$ cat src/rtl/block_renderer.sv
// block_renderer
//   Consumer end of the game-logic position interface. On each draw request
//   the block is erased at its previous column, then redrawn at its new
//   column. The renderer emits one pixel write per cycle to the VGA adapter.
//
//   Optional feature macro: BLOCK_RENDER_CLIP_EN
//     defined   - pixels falling outside SCREEN_W x SCREEN_H get plot=0 for
//                 their cycle; sweep length and timing are unchanged
//     undefined - no bounds check; coordinates wrap modulo 2^8 / 2^7
//
//   Ports
//     clk         in   system clock, rising edge
//     resetn      in   asynchronous active-low reset
//     draw_req    in   1-cycle request, sampled only while idle
//     x           in   new block left-edge column
//     prev_x      in   previous block left-edge column (erase target)
//     y           in   block top row
//     colour      in   block colour for the draw pass
//     vga_x       out  pixel column
//     vga_y       out  pixel row
//     vga_colour  out  pixel colour
//     plot        out  pixel write strobe
//     busy        out  high whenever not idle
//     done        out  1-cycle completion pulse
//
//   state | meaning
//   IDLE  | waiting for draw_req; outputs hold, plot=0
//   ERASE | sweeping BLOCK_W*BLOCK_H pixels at prev_x in BG_COLOUR
//   DRAW  | sweeping BLOCK_W*BLOCK_H pixels at x in the latched colour
//   DONE  | plot=0, done=1 for one cycle, then back to IDLE
module block_renderer #(
    parameter int         BLOCK_W   = 16,
    parameter int         BLOCK_H   = 4,
    parameter int         SCREEN_W  = 160,
    parameter int         SCREEN_H  = 120,
    parameter logic [2:0] BG_COLOUR = 3'b000
) (
    input  logic       clk,
    input  logic       resetn,
    input  logic       draw_req,
    input  logic [7:0] x,
    input  logic [7:0] prev_x,
    input  logic [6:0] y,
    input  logic [2:0] colour,
    output logic [7:0] vga_x,
    output logic [6:0] vga_y,
    output logic [2:0] vga_colour,
    output logic       plot,
    output logic       busy,
    output logic       done
);

`ifdef BLOCK_RENDER_CLIP_EN
    localparam bit CLIP_ON = 1'b1;
`else
    localparam bit CLIP_ON = 1'b0;
`endif

    localparam int CXW = (BLOCK_W > 1) ? $clog2(BLOCK_W) : 1;
    localparam int CYW = (BLOCK_H > 1) ? $clog2(BLOCK_H) : 1;
    localparam logic [CXW-1:0] CX_LAST = CXW'(BLOCK_W - 1);
    localparam logic [CYW-1:0] CY_LAST = CYW'(BLOCK_H - 1);

    typedef enum logic [1:0] {
        IDLE  = 2'd0,
        ERASE = 2'd1,
        DRAW  = 2'd2,
        DONE  = 2'd3
    } state_t;

    state_t         state_q;
    logic [CXW-1:0] cx_q;
    logic [CYW-1:0] cy_q;
    logic [7:0]     x_q;
    logic [7:0]     prev_x_q;
    logic [6:0]     y_q;
    logic [2:0]     colour_q;

    // cx_q/cy_q index the pixel currently on the outputs, so the pixel for
    // the next cycle is computed here and registered on the same edge that
    // advances the counters. This gives the first plot the cycle right
    // after the request edge.
    logic           last_px;
    logic [CXW-1:0] step_cx;
    logic [CYW-1:0] step_cy;
    logic [CXW-1:0] cx_d;
    logic [CYW-1:0] cy_d;
    logic [7:0]     base_x;
    logic [6:0]     base_y;
    logic [8:0]     sum_x;
    logic [7:0]     sum_y;
    logic           px_vis;

    always_comb begin
        last_px = (cx_q == CX_LAST) && (cy_q == CY_LAST);
        if (cx_q == CX_LAST) begin
            step_cx = '0;
            step_cy = cy_q + CYW'(1);
        end else begin
            step_cx = cx_q + CXW'(1);
            step_cy = cy_q;
        end

        cx_d   = '0;
        cy_d   = '0;
        base_x = x_q;
        base_y = y_q;
        case (state_q)
            IDLE: begin
                base_x = prev_x;
                base_y = y;
            end
            ERASE: begin
                if (!last_px) begin
                    base_x = prev_x_q;
                    cx_d   = step_cx;
                    cy_d   = step_cy;
                end
            end
            DRAW: begin
                cx_d = step_cx;
                cy_d = step_cy;
            end
            default: ;
        endcase

        // One bit wider than the adapter bus so off-screen pixels are
        // visible to the bounds check before they wrap.
        sum_x  = {1'b0, base_x} + 9'(cx_d);
        sum_y  = {1'b0, base_y} + 8'(cy_d);
        px_vis = !CLIP_ON || ((sum_x < 9'(SCREEN_W)) && (sum_y < 8'(SCREEN_H)));
    end

    always_ff @(posedge clk or negedge resetn) begin
        if (!resetn) begin
            state_q    <= IDLE;
            cx_q       <= '0;
            cy_q       <= '0;
            x_q        <= '0;
            prev_x_q   <= '0;
            y_q        <= '0;
            colour_q   <= '0;
            vga_x      <= '0;
            vga_y      <= '0;
            vga_colour <= '0;
            plot       <= 1'b0;
            busy       <= 1'b0;
            done       <= 1'b0;
        end else begin
            case (state_q)
                IDLE: begin
                    plot <= 1'b0;
                    done <= 1'b0;
                    if (draw_req) begin
                        x_q        <= x;
                        prev_x_q   <= prev_x;
                        y_q        <= y;
                        colour_q   <= colour;
                        cx_q       <= '0;
                        cy_q       <= '0;
                        vga_x      <= sum_x[7:0];
                        vga_y      <= sum_y[6:0];
                        vga_colour <= BG_COLOUR;
                        plot       <= px_vis;
                        busy       <= 1'b1;
                        state_q    <= ERASE;
                    end
                end
                ERASE: begin
                    cx_q  <= cx_d;
                    cy_q  <= cy_d;
                    vga_x <= sum_x[7:0];
                    vga_y <= sum_y[6:0];
                    plot  <= px_vis;
                    if (last_px) begin
                        vga_colour <= colour_q;
                        state_q    <= DRAW;
                    end else begin
                        vga_colour <= BG_COLOUR;
                    end
                end
                DRAW: begin
                    if (last_px) begin
                        cx_q    <= '0;
                        cy_q    <= '0;
                        plot    <= 1'b0;
                        done    <= 1'b1;
                        state_q <= DONE;
                    end else begin
                        cx_q  <= cx_d;
                        cy_q  <= cy_d;
                        vga_x <= sum_x[7:0];
                        vga_y <= sum_y[6:0];
                        plot  <= px_vis;
                    end
                end
                DONE: begin
                    done    <= 1'b0;
                    busy    <= 1'b0;
                    state_q <= IDLE;
                end
                default: state_q <= IDLE;
            endcase
        end
    end

endmodule

$ cat config.mk
export PLATFORM = sky130hd
export DESIGN_NAME = block_renderer
export DESIGN_NICKNAME = d
export VERILOG_FILES = /design/src/rtl/block_renderer.sv
export SDC_FILE = /design/constraint.sdc
export NUM_CORES = 1
export LEC_CHECK = 0
export ABC_AREA = 0
export CORE_MARGIN = 5
export CORE_UTILIZATION = 40
export DETAILED_ROUTE_END_ITERATION = 10
export PLACE_DENSITY = 0.62
export SLEW_MARGIN = 20
export SYNTH_ARGS = -nofsm -noshare
export SYNTH_HDL_FRONTEND = slang
export SYNTH_SLANG_ARGS = --single-unit
export TNS_END_PERCENT = 100
$ cat constraint.sdc
create_clock -name clk -period 4.28 [get_ports clk]
set_input_delay 0.856 -clock clk [delete_from_list [all_inputs] [get_ports clk]]
set_output_delay 0.856 -clock clk [all_outputs]
set_load 0.1 [all_outputs]
---- Word-level counts from Yosys, hierarchy flattened ----
Index checks and enable logic that the tools add are counted.
storage, ports and cells
  output and inout port bits .............. 21
  input port bits ......................... 29
  register bits after elaboration ......... 55
  word-level logic and storage cells ...... 75
cells by class
  add/sub/neg operators ................... 4
  equal/unequal tests ..................... 9
  mux-type cells .......................... 35
  reduce and logical (&&, ||, !) cells .... 14
operators by type and width
  cell                   number
  $mux W8                3
  $pmux W8 S3            1
  $mux W7                3
  $pmux W7 S3            1
  $mux W4                4
  $pmux W8 S2            1
  $mux W2                7
  $pmux W4 S3            1
  $reduce_and A2 Y1      5
  $add A8 B4 Y8          1
  $ne A2 B2 Y1 const B   4
  $pmux W2 S4            1
  $pmux W4 S2            1
  $add A7 B2 Y7          1
  $eq A2 B2 Y1 const B   3
  $mux W3                2
  $pmux W2 S3            1
  $pmux W3 S2            1
  $reduce_and A3 Y1      2
  $reduce_bool A2 Y1     3
  $add A4 B1 Y4 const B  1
  $eq A4 B4 Y1 const B   1
  $mux W1                4
  $pmux W1 S2            2
  other kinds (8)        8

---- Longest topological paths before layout ----
Gate-level depths: netlist of run 1.
  word-level depth ........................ 7
  gate-level depth with buffers ........... 15

---- Least setup slack after synthesis of run 1 ----
OpenSTA, ideal clock, no wires.
  path type ............................... flip-flop to flip-flop
  start point ............................. register cx_q[0]
  end point ............................... register vga_x[7]
  path buffers ............................ 2
  slack ................................... 1149 ps
  cell stages (with the launch flop) ...... 15
  library setup time ...................... 126 ps
  arrival ................................. 3005 ps
  path through ............................ dfrtp_1 -> ha_1 -> and3_1 -> buf_6 -> and2_1 -> clkbuf_1 -> nand2_1 -> a21oi_1 -> a221o_1 -> ha_1 -> and2_1 -> a22o_1 -> o22ai_2 -> or3_1 -> a221o_1
on the way
  longest elaborated chain between the ends .. 7
ends and longest elaborated chain
  item                                                   line         RTL
  start: declaration                                     72           logic [CXW-1:0] cx_q;
  start signal: assignment                               137          cx_q <= '0;
  start signal: assignment                               159          cx_q <= '0;
  start signal: assignment                               170          cx_q <= cx_d;
  $add A4 B1 Y4 / $eq A4 B4 Y1 (equally long branches)   100, 95, 96
  $mux W4 / $logic_and A1 B1 Y1 (equally long branches)  96, 95
  $mux W4 / $mux W8 (equally long branches)              114          if (!last_px) begin
  $pmux W4 S2 / $pmux W8 S2 (equally long branches)      108          case (state_q)
  $add A8 B4 Y8                                          129          sum_x = {1'b0, base_x} + 9'(cx_d);
  $mux W8, on equally long branches                      183, 154
  $pmux W8 S3                                            150          case (state_q)
  end signal: assignment                                 161          vga_x <= sum_x[7:0];
  end signal: assignment                                 172          vga_x <= sum_x[7:0];
  end signal: assignment                                 192          vga_x <= sum_x[7:0];
  end: declaration                                       45           output logic [7:0] vga_x,
Several ways; a longest one is shown, not always the timed one. The select of a mux whose other input is x is not followed.
A chain may end at the register's enable or synchronous reset.

---- Final worst setup path of run 1 ----
Ends and elaborated chain as after synthesis.

==> flow_summary.yaml, run 1 <==
timing:
  hold_violations: 0
  worst_hold_slack_ns: 0.488
  finalMaxSlewViolations: 0
  fin_crit_ns: 3.31
  finalSetupViolCount: 0
  max_freq_mhz: 302
  fin_skew_ns: 0.00883
  layout_setup_ws_ns: 0.973
  tightest_slew_ns: 0.981
  max-slew-margin-rel_pct: 34.4
  setup_tns_ns: 0
  rsz0062_at_grt: "false"
  finalCritPeriodShare_pct: 77.3
grt:
  grt_max_degree: 35
  grt-ovfl-total: 0
  antenna_found_initial: 0
  grt_pass1_vias: 2415
  grt_first_pass_wirelength_um: 11600
  grt_use_total_pct: 14.6
critical_path:
  reg2reg_to: "vga_x[7]"
  cp.arrival_ns: 3.52
  cp_num_cells: 12
  crit_fanout: 8
  critPathCapture: "vga_x[7]"
  required_ns: 4.49
  r2r_slack_ns: 0.97
  startpoint: "cx_q[0]"
  crit_family: "simple AND/OR/NAND/NOR gates"
  critPathCaptureType: "register"
  critPathMaxStageDelay_ns: 0.43
  crit_buf_inv: 0
  r2r_start: "cx_q[0]"
  worstSetupPathType: "register to register"
  worstRegToRegCells: 12
  start_kind: "register"
  worstPathCellList: "ha_1 -> and3_1 -> and2_1 -> nand2_1 -> a21oi_1 -> a221o_1 -> ha_1 -> and2_1 -> a22o_1 -> o22ai_2 -> or3_1 -> a221o_1"
  slowest_stage: "dfrtp_1"
placement:
  dpl-instance-area_um2: 3650
  routabilityCongestion: 0.777
  place.port_buffers: 49
  hpwl_um: 4770
  post-place-ws_ns: 0.999
floorplan:
  pin_count: 50
  fp.dieW_um: 97.7
  die_y_um: 97.7
  coreArea_um2: 7610
  rows: 32
  die_area_um2: 9540
  start_util_pct: 40.4
yosys:
  synth.largest_area_cell: "dfrtp_1"
  synth_top_area_share_pct: 44.8
  yosysWarnings: 0
  synth_edf_count: 0
  yosys_most_used_dff: "dfrtp_1"
  synthCells: 279
  async_flop_share_pct: 100
  yosysMostFrequentCell: "dfrtp_1"
  synthTopCellsByCount: "55 x dfrtp_1, 29 x mux2_2, 26 x nand2_1"
  syn_area_per_cell_um2: 11.0
  syn_nets: 324
  netlist_area_um2: 3070
  synth_cell_type_count: 48
  synth.area.top_cells: "dfrtp_1 45%, mux2_2 11%, ha_1 5.7%, nand2_1 3.2%, a21oi_1 3.1%"
  synth-seq-cells: 55
  ys_seq_area_share_pct: 44.8
cts:
  clk_pin_slew_worst_paths_ns: 0.11
  clock-sinks: 55
  cts_max_level: 2
  cts_buffers: 5
  cts-resized-gates: 0
  cts_tree: "done"
  cts_hold_buffers: 0
  cts_buffer_depth: 2
  cts_root_buf: "clkbuf_8"
  clk_latency_ns: 0.32
  cts_setup_buffers: 0
detailed_routing:
  drt_wl_total_um: 6330
  drc: 0
  viasPerCell: 5.19
  wire_per_inst_um: 14.7
  vias: 2230
  first_pass_iters: 5
  antenna_left: 0
  drt_iter0_drc: 100
finish:
  fin_nets: 372
  final_area_um2: 3770
  n_fill_cell: 722
  finalCoreUtilization_pct: 49.6
  n_antenna_cell: 0
  area.growth.synth_to_final_pct: 22.6
  drive_gt1_share_pct: 15.2
hold_path:
  hp-class: "input pin to asynchronous set/reset pin"
status:
  run_status: "finished, final reports clean"
run:
  max-cap-violations: 0
power:
  cellLeakagePower_nw: 1.72
  p_per_area_nw_per_um2: 243
  ir_drop_v: 0.000156
[power by group]
group          switching [mW]  leakage, nW  internal (mW)  total [mW]
clock                   0.180       0.0548          0.176       0.356
sequential                  0        0.708          0.519       0.519
combinational          0.0173        0.961         0.0230      0.0403
[state kept, by name, indices dropped and copies added, names as in the netlist, 2 cells and up]
signal,flops
state_q,2
vga_y,7
cx_q,4
vga_colour,3
x_q,8
cy_q,2
colour_q,3
prev_x_q,8
y_q,7
vga_x,8
[layout by cell type, fill, tap and decap left out, drive strengths merged, types with 3 or more instances in the layout]
cell type,synthesis,routed
nor2b,3,3
clkbuf,4,5
ha,14,14
nand3,3,3
nand2,26,26
mux2,38,38
and3,5,5
buf,9,6
mux2i,7,7
a22oi,3,3
dfrtp,55,55
nor2,12,12
clkdlybuf4s50,0,48
a21o,4,4
o21ai,19,19
xnor2,8,8
inv,9,10
a22o,6,6
a221o,5,5
a21oi,20,20
[layout make-up]
cell class,instances,area [um^2],area share (%)
timing repair buffer,54,523,13.9
sequential,55,1380,36.5
multi-input combinational,202,1590,42.3
tap,102,128,3.39
inverter,9,33.8,0.896
clock buffer,5,68.8,1.83
clock inverter,3,46.3,1.23
[cells by family after synthesis]
family,Yosys count,synth area share (%)
AO/OA/AOI/OAI,71,15.4
AND/OR/NAND/NOR,59,9.52
flip-flops,55,44.8
multiplexers,45,16.7
buffers and inverters,22,3.38
adder cells (fa/ha/maj),17,7.33
XOR/XNOR,10,2.85
[per-stage QoR]
| step | instances | power [mW] |
|---|---|---|
| final | 430 | 0.916 |
| after global routing | 430 | 0.952 |
| after CTS | 430 | 0.928 |
| after detailed placement | 422 | 0.570 |
| after global placement | 422 | 0.570 |
| after floorplan | 279 | 0.530 |
[per-layer routing]
metal	global-route usage (%)	part of all wire [%]
met1	19.5	48
met2	24.4	47
met3	2.66	3.5
met4	4.15	1.4
met5	0	0
[how the worst min path moves through the flow]
stage | startpoint | to
after floorplan | y_q[5] | y_q[5]
after global placement | plot | plot
after detailed placement | vga_y[5] | vga_y[5]
after CTS | resetn | colour_q[2]
after global routing | y_q[5] | y_q[5]
final | resetn | colour_q[2]
(Power assumes the default switching activity.)
==> run 2, diff against run 1 <==
==> constraint.sdc (replaced) <==
create_clock -name clk -period 3.3 [get_ports clk]
set_input_delay 0.66 -clock clk [delete_from_list [all_inputs] [get_ports clk]]
set_output_delay 0.66 -clock clk [all_outputs]
set_load 0.1 [all_outputs]
==> flow_summary.yaml, run 2 (synthesis gave the netlist of run 1 again) <==
power:
  p_per_area_nw_per_um2: 314
  cellLeakagePower_nw: 1.79
  ir_drop_v: 0.000174
cts:
  cts_max_level: 2
  clk_latency_ns: 0.31
  cts_buffers: 5
  cts_tree: "done"
  cts_setup_buffers: 0
  clock-sinks: 55
  cts_root_buf: "clkbuf_8"
  clk_pin_slew_worst_paths_ns: 0.10
  cts_buffer_depth: 2
grt:
  grt-ovfl-total: 0
  antenna_found_initial: 0
  grt_pass1_vias: 2276
  grt_use_total_pct: 14.0
  grt_first_pass_wirelength_um: 11000
  grt_max_degree: 39
floorplan:
  rows: 32
  die_y_um: 97.7
  start_util_pct: 40.4
  coreArea_um2: 7610
  fp.dieW_um: 97.7
  die_area_um2: 9540
  pin_count: 50
detailed_routing:
  first_pass_iters: 5
  drt_iter0_drc: 73
  drt_wl_total_um: 6410
  viasPerCell: 5.19
  antenna_left: 0
  vias: 2268
  drc: 0
  wire_per_inst_um: 14.7
critical_path:
  critPathMaxStageDelay_ns: 0.43
  worstPathCellList: "ha_2 -> and3_1 -> and2_1 -> nand2_1 -> a21oi_1 -> a221o_1 -> ha_1 -> fa_1 -> a21o_1 -> a21oi_1 -> o21bai_1 -> nor3_1 -> o31ai_1"
  critPathCaptureType: "register"
  startpoint: "cx_q[0]"
  r2r_start: "cx_q[0]"
  start_kind: "register"
  worstRegToRegCells: 13
  worstSetupPathType: "register to register"
  cp.arrival_ns: 3.32
  slowest_stage: "dfrtp_1"
  reg2reg_to: "vga_x[6]"
  required_ns: 3.53
  crit_fanout: 8
  r2r_slack_ns: 0.21
  crit_top_cell: "a21oi_1"
timing:
  fin_skew_ns: 0.00727
  hold_violations: 0
  max_freq_mhz: 323
  worst_hold_slack_ns: 0.280
  finalMaxSlewViolations: 0
  fin_crit_ns: 3.09
  rsz0062_at_grt: "false"
  finalSetupViolCount: 0
  tightest_slew_ns: 0.494
  finalCritPeriodShare_pct: 93.8
  setup_tns_ns: 0
  max-slew-margin-rel_pct: 67.0
status:
  run_status: "finished, final reports clean"
placement:
  hpwl_um: 4890
  routabilityCongestion: 0.829
  place.port_buffers: 49
run:
  max-cap-violations: 0
finish:
  layout_commonest_cell: "dfrtp_1"
  fin_nets: 379
  n_antenna_cell: 0
  area.growth.synth_to_final_pct: 23.2
  mostFrequentLayoutCells: "55 x dfrtp_1, 32 x buf_4, 29 x mux2_2"
  reg_top3: "prev_x_q (8), vga_x (8), x_q (8)"
  drive_gt1_share_pct: 23.9
hold_path:
  hp-class: "input pin to asynchronous set/reset pin"
[run 2: layer usage]
metal / GRT usage (%) / wire length, um / vias up
met1: 18.2 / 2920 / 1086
met5: 0 / 0 / -
met4: 4.90 / 80 / 0
li1: - / - / 1119
met3: 3.30 / 336 / 8
met2: 22.8 / 3070 / 55
[run 2: final cells by class]
type / count / area [um^2]
Inverter: 9 / 37.5
Fill cell: 721 / 3820
Sequential cell: 55 / 1380
Timing Repair Buffer: 61 / 536
Clock buffer: 5 / 68.8
Multi-Input combinational cell: 202 / 1600
Clock inverter: 3 / 46.3
Tap cell: 102 / 128
[run 2: how the worst max path moves through the flow]
stage          endpoint  slack (ns)  depth (start not counted)
4_1_cts        vga_x[6]        0.13                         13
3_3_place_gp   vga_x[6]        0.25                         13
2_1_floorplan  vga_x[7]        0.17                         14
5_1_grt        vga_x[7]        0.02                         12
3_5_place_dp   vga_x[6]        0.17                         13
6_report       vga_x[6]        0.21                         13
[run 2: what timing repair did]
| item | in CTS | in global routing |
|---|---|---|
| hold buffers | 0 | 0 |
| endpoints found under the setup margin | 0 | 2 |
| gates resized for setup | 0 | 2 |
[run 2: worst max-delay path, delay by kind of cell, from the launching register on]
family | cells | cell delay, ns
flops | 1 | 0.43
compound gates | 6 | 1.09
fa+ha+maj | 3 | 0.87
simple gates | 4 | 0.61
[run 2: power breakdown]
part	switching [mW]	internal [mW]	leakage, nW	total (mW)
sequential	0	0.673	0.708	0.673
clock	0.234	0.229	0.0548	0.463
combinational	0.0224	0.0298	1.03	0.0522
[run 2: metrics by stage]
step | power, mW | cells | setup WS, ns | util [%] | cell area, um^2
finish | 1.19 | 437 | 0.205 | 49.8 | 3790
detailed placement | 0.740 | 429 | 0.166 | 48.2 | 3670
global route | 1.23 | 437 | 0.0168 | 49.8 | 3790
CTS | 1.21 | 437 | 0.132 | 49.7 | 3780
global placement | 0.740 | 429 | 0.252 | 48.2 | 3670
floorplan | 0.688 | 279 | 0.169 | - | 3070
==> run 3, diff against run 2 <==
--- a/config.mk
+++ b/config.mk
@@ -6,10 +6,11 @@
 export NUM_CORES = 1
 export LEC_CHECK = 0
 export ABC_AREA = 0
+export CAP_MARGIN = 25
 export CORE_MARGIN = 5
-export CORE_UTILIZATION = 40
+export CORE_UTILIZATION = 50
 export DETAILED_ROUTE_END_ITERATION = 10
-export PLACE_DENSITY = 0.62
+export PLACE_DENSITY = 0.74
 export SLEW_MARGIN = 20
 export SYNTH_ARGS = -nofsm -noshare
 export SYNTH_HDL_FRONTEND = slang
==> flow_summary.yaml, run 3 (synthesis gave the netlist of run 1 again) <==
power:
  cellLeakagePower_nw: 1.76
  ir_drop_v: 0.000204
  p_per_area_nw_per_um2: 303
finish:
  layout_commonest_cell: "dfrtp_1"
  area.growth.synth_to_final_pct: 20.5
  n_antenna_cell: 0
  drive_gt1_share_pct: 23.2
  reg_top3: "prev_x_q (8), vga_x (8), x_q (8)"
  fin_nets: 376
  mostFrequentLayoutCells: "55 x dfrtp_1, 30 x buf_4, 29 x mux2_2"
  stdcell_count: 407
cts:
  cts_max_level: 2
  cts_buffer_depth: 2
  cts-resized-gates: 0
  clock-sinks: 55
  cts_root_buf: "clkbuf_8"
  clk_pin_slew_worst_paths_ns: 0.10
  cts_hold_buffers: 0
  clk_latency_ns: 0.31
  cts_buffers: 5
  cts_tree: "done"
  cts_setup_buffers: 0
critical_path:
  required_ns: 3.50
  crit_family: "simple AND/OR/NAND/NOR gates"
  critPathCaptureType: "register"
  crit_fanout: 8
  cp.arrival_ns: 3.28
  critPathMaxStageDelay_ns: 0.43
  start_kind: "register"
  crit_buf_inv: 0
  worstSetupPathType: "register to register"
  slowest_stage: "dfrtp_1"
  worstPathCellList: "ha_2 -> and3_1 -> and2_1 -> nand2_1 -> a21oi_1 -> a221o_1 -> ha_1 -> and2_1 -> a22o_1 -> o22ai_2 -> or3_1 -> a221o_1"
grt:
  grt_max_degree: 56
  antenna_found_initial: 0
  grt_first_pass_wirelength_um: 10700
  grt-ovfl-total: 0
  grt_use_total_pct: 17.4
  grt_pass1_vias: 2249
floorplan:
  rows: 28
  die_area_um2: 7820
  start_util_pct: 51.6
  pin_count: 50
  die_y_um: 88.4
  coreArea_um2: 5960
  fp.dieW_um: 88.4
run:
  max-cap-violations: 0
timing:
  layout_setup_ws_ns: 0.219
  rsz0062_at_grt: "false"
  finalMaxSlewViolations: 0
  finalSetupViolCount: 0
  tightest_slew_ns: 0.679
  finalCritPeriodShare_pct: 93.4
  fin_crit_ns: 3.08
  setup_tns_ns: 0
  max_freq_mhz: 325
  worst_hold_slack_ns: 0.465
  fin_skew_ns: 0.00735
  hold_violations: 0
  max-slew-margin-rel_pct: 54.7
detailed_routing:
  drt_wl_total_um: 6150
  vias: 2258
  viasPerCell: 5.55
  wire_per_inst_um: 15.1
  drc: 0
  drt_iter0_drc: 107
  antenna_left: 0
  first_pass_iters: 4
placement:
  dp_cells: 399
  routabilityCongestion: 0.831
  post-place-ws_ns: 0.148
  place.port_buffers: 49
  hpwl_um: 4580
status:
  run_status: "finished, final reports clean"
hold_path:
  hp-class: "input pin to asynchronous set/reset pin"
## run 3: power by group
| part | switching [mW] | leakage [nW] | total [mW] | internal (mW) |
|---|---|---|---|---|
| Clock | 0.226 | 0.0474 | 0.398 | 0.172 |
| Combinational | 0.0214 | 1.00 | 0.0512 | 0.0298 |
| Sequential | 0 | 0.708 | 0.673 | 0.673 |
| Total | 0.248 | 1.76 | 1.12 | 0.875 |
## run 3: per-stage QoR
stage	instance area, um^2	power, mW	utilization [%]
finish	3700	1.12	62.2
global route	3700	1.16	62.2
CTS	3700	1.14	62.1
detailed placement	3600	0.739	60.4
global placement	3600	0.739	60.4
floorplan	3070	0.688	-
## run 3: final timing paths
check,startpoint,end,slack [ns],cells after the start
max in group asynchronous,resetn,prev_x_q[6],2.39,2
min in group clk,vga_y[3],vga_y[3],0.49,2
hold / removal,resetn,done,0.46,2
hold reg to reg,vga_y[3],vga_y[3],0.49,2
setup reg to reg,cx_q[0],vga_x[7],0.22,12
setup / recovery,cx_q[0],vga_x[7],0.22,12
## run 3: metal layers
layer  GRT usage [%]  wire, um  part of all wire (%)
met1            24.5      2830                    46
met2            27.4      2880                    47
met3            3.45       373                   6.1
met4            5.36        68                   1.1
met5               0         0                     0
## run 3: worst reg2reg max path, stage by stage (launching register included)
cell and delay [ns]:
dfrtp_1 0.43, ha_2 0.25, and3_1 0.20, and2_1 0.24
nand2_1 0.10, a21oi_1 0.06, a221o_1 0.26, ha_1 0.34
and2_1 0.14, a22o_1 0.16, o22ai_2 0.11, or3_1 0.38
a221o_1 0.30
## run 3: layout make-up
cell class / instances / area [um^2]
fill: 511 / 2250
clock inverter: 2 / 16.3
multi-input combinational: 202 / 1600
timing repair buffer: 58 / 500
inverter: 9 / 37.5
tap: 75 / 93.8
clock buffer: 6 / 82.6
sequential: 55 / 1380
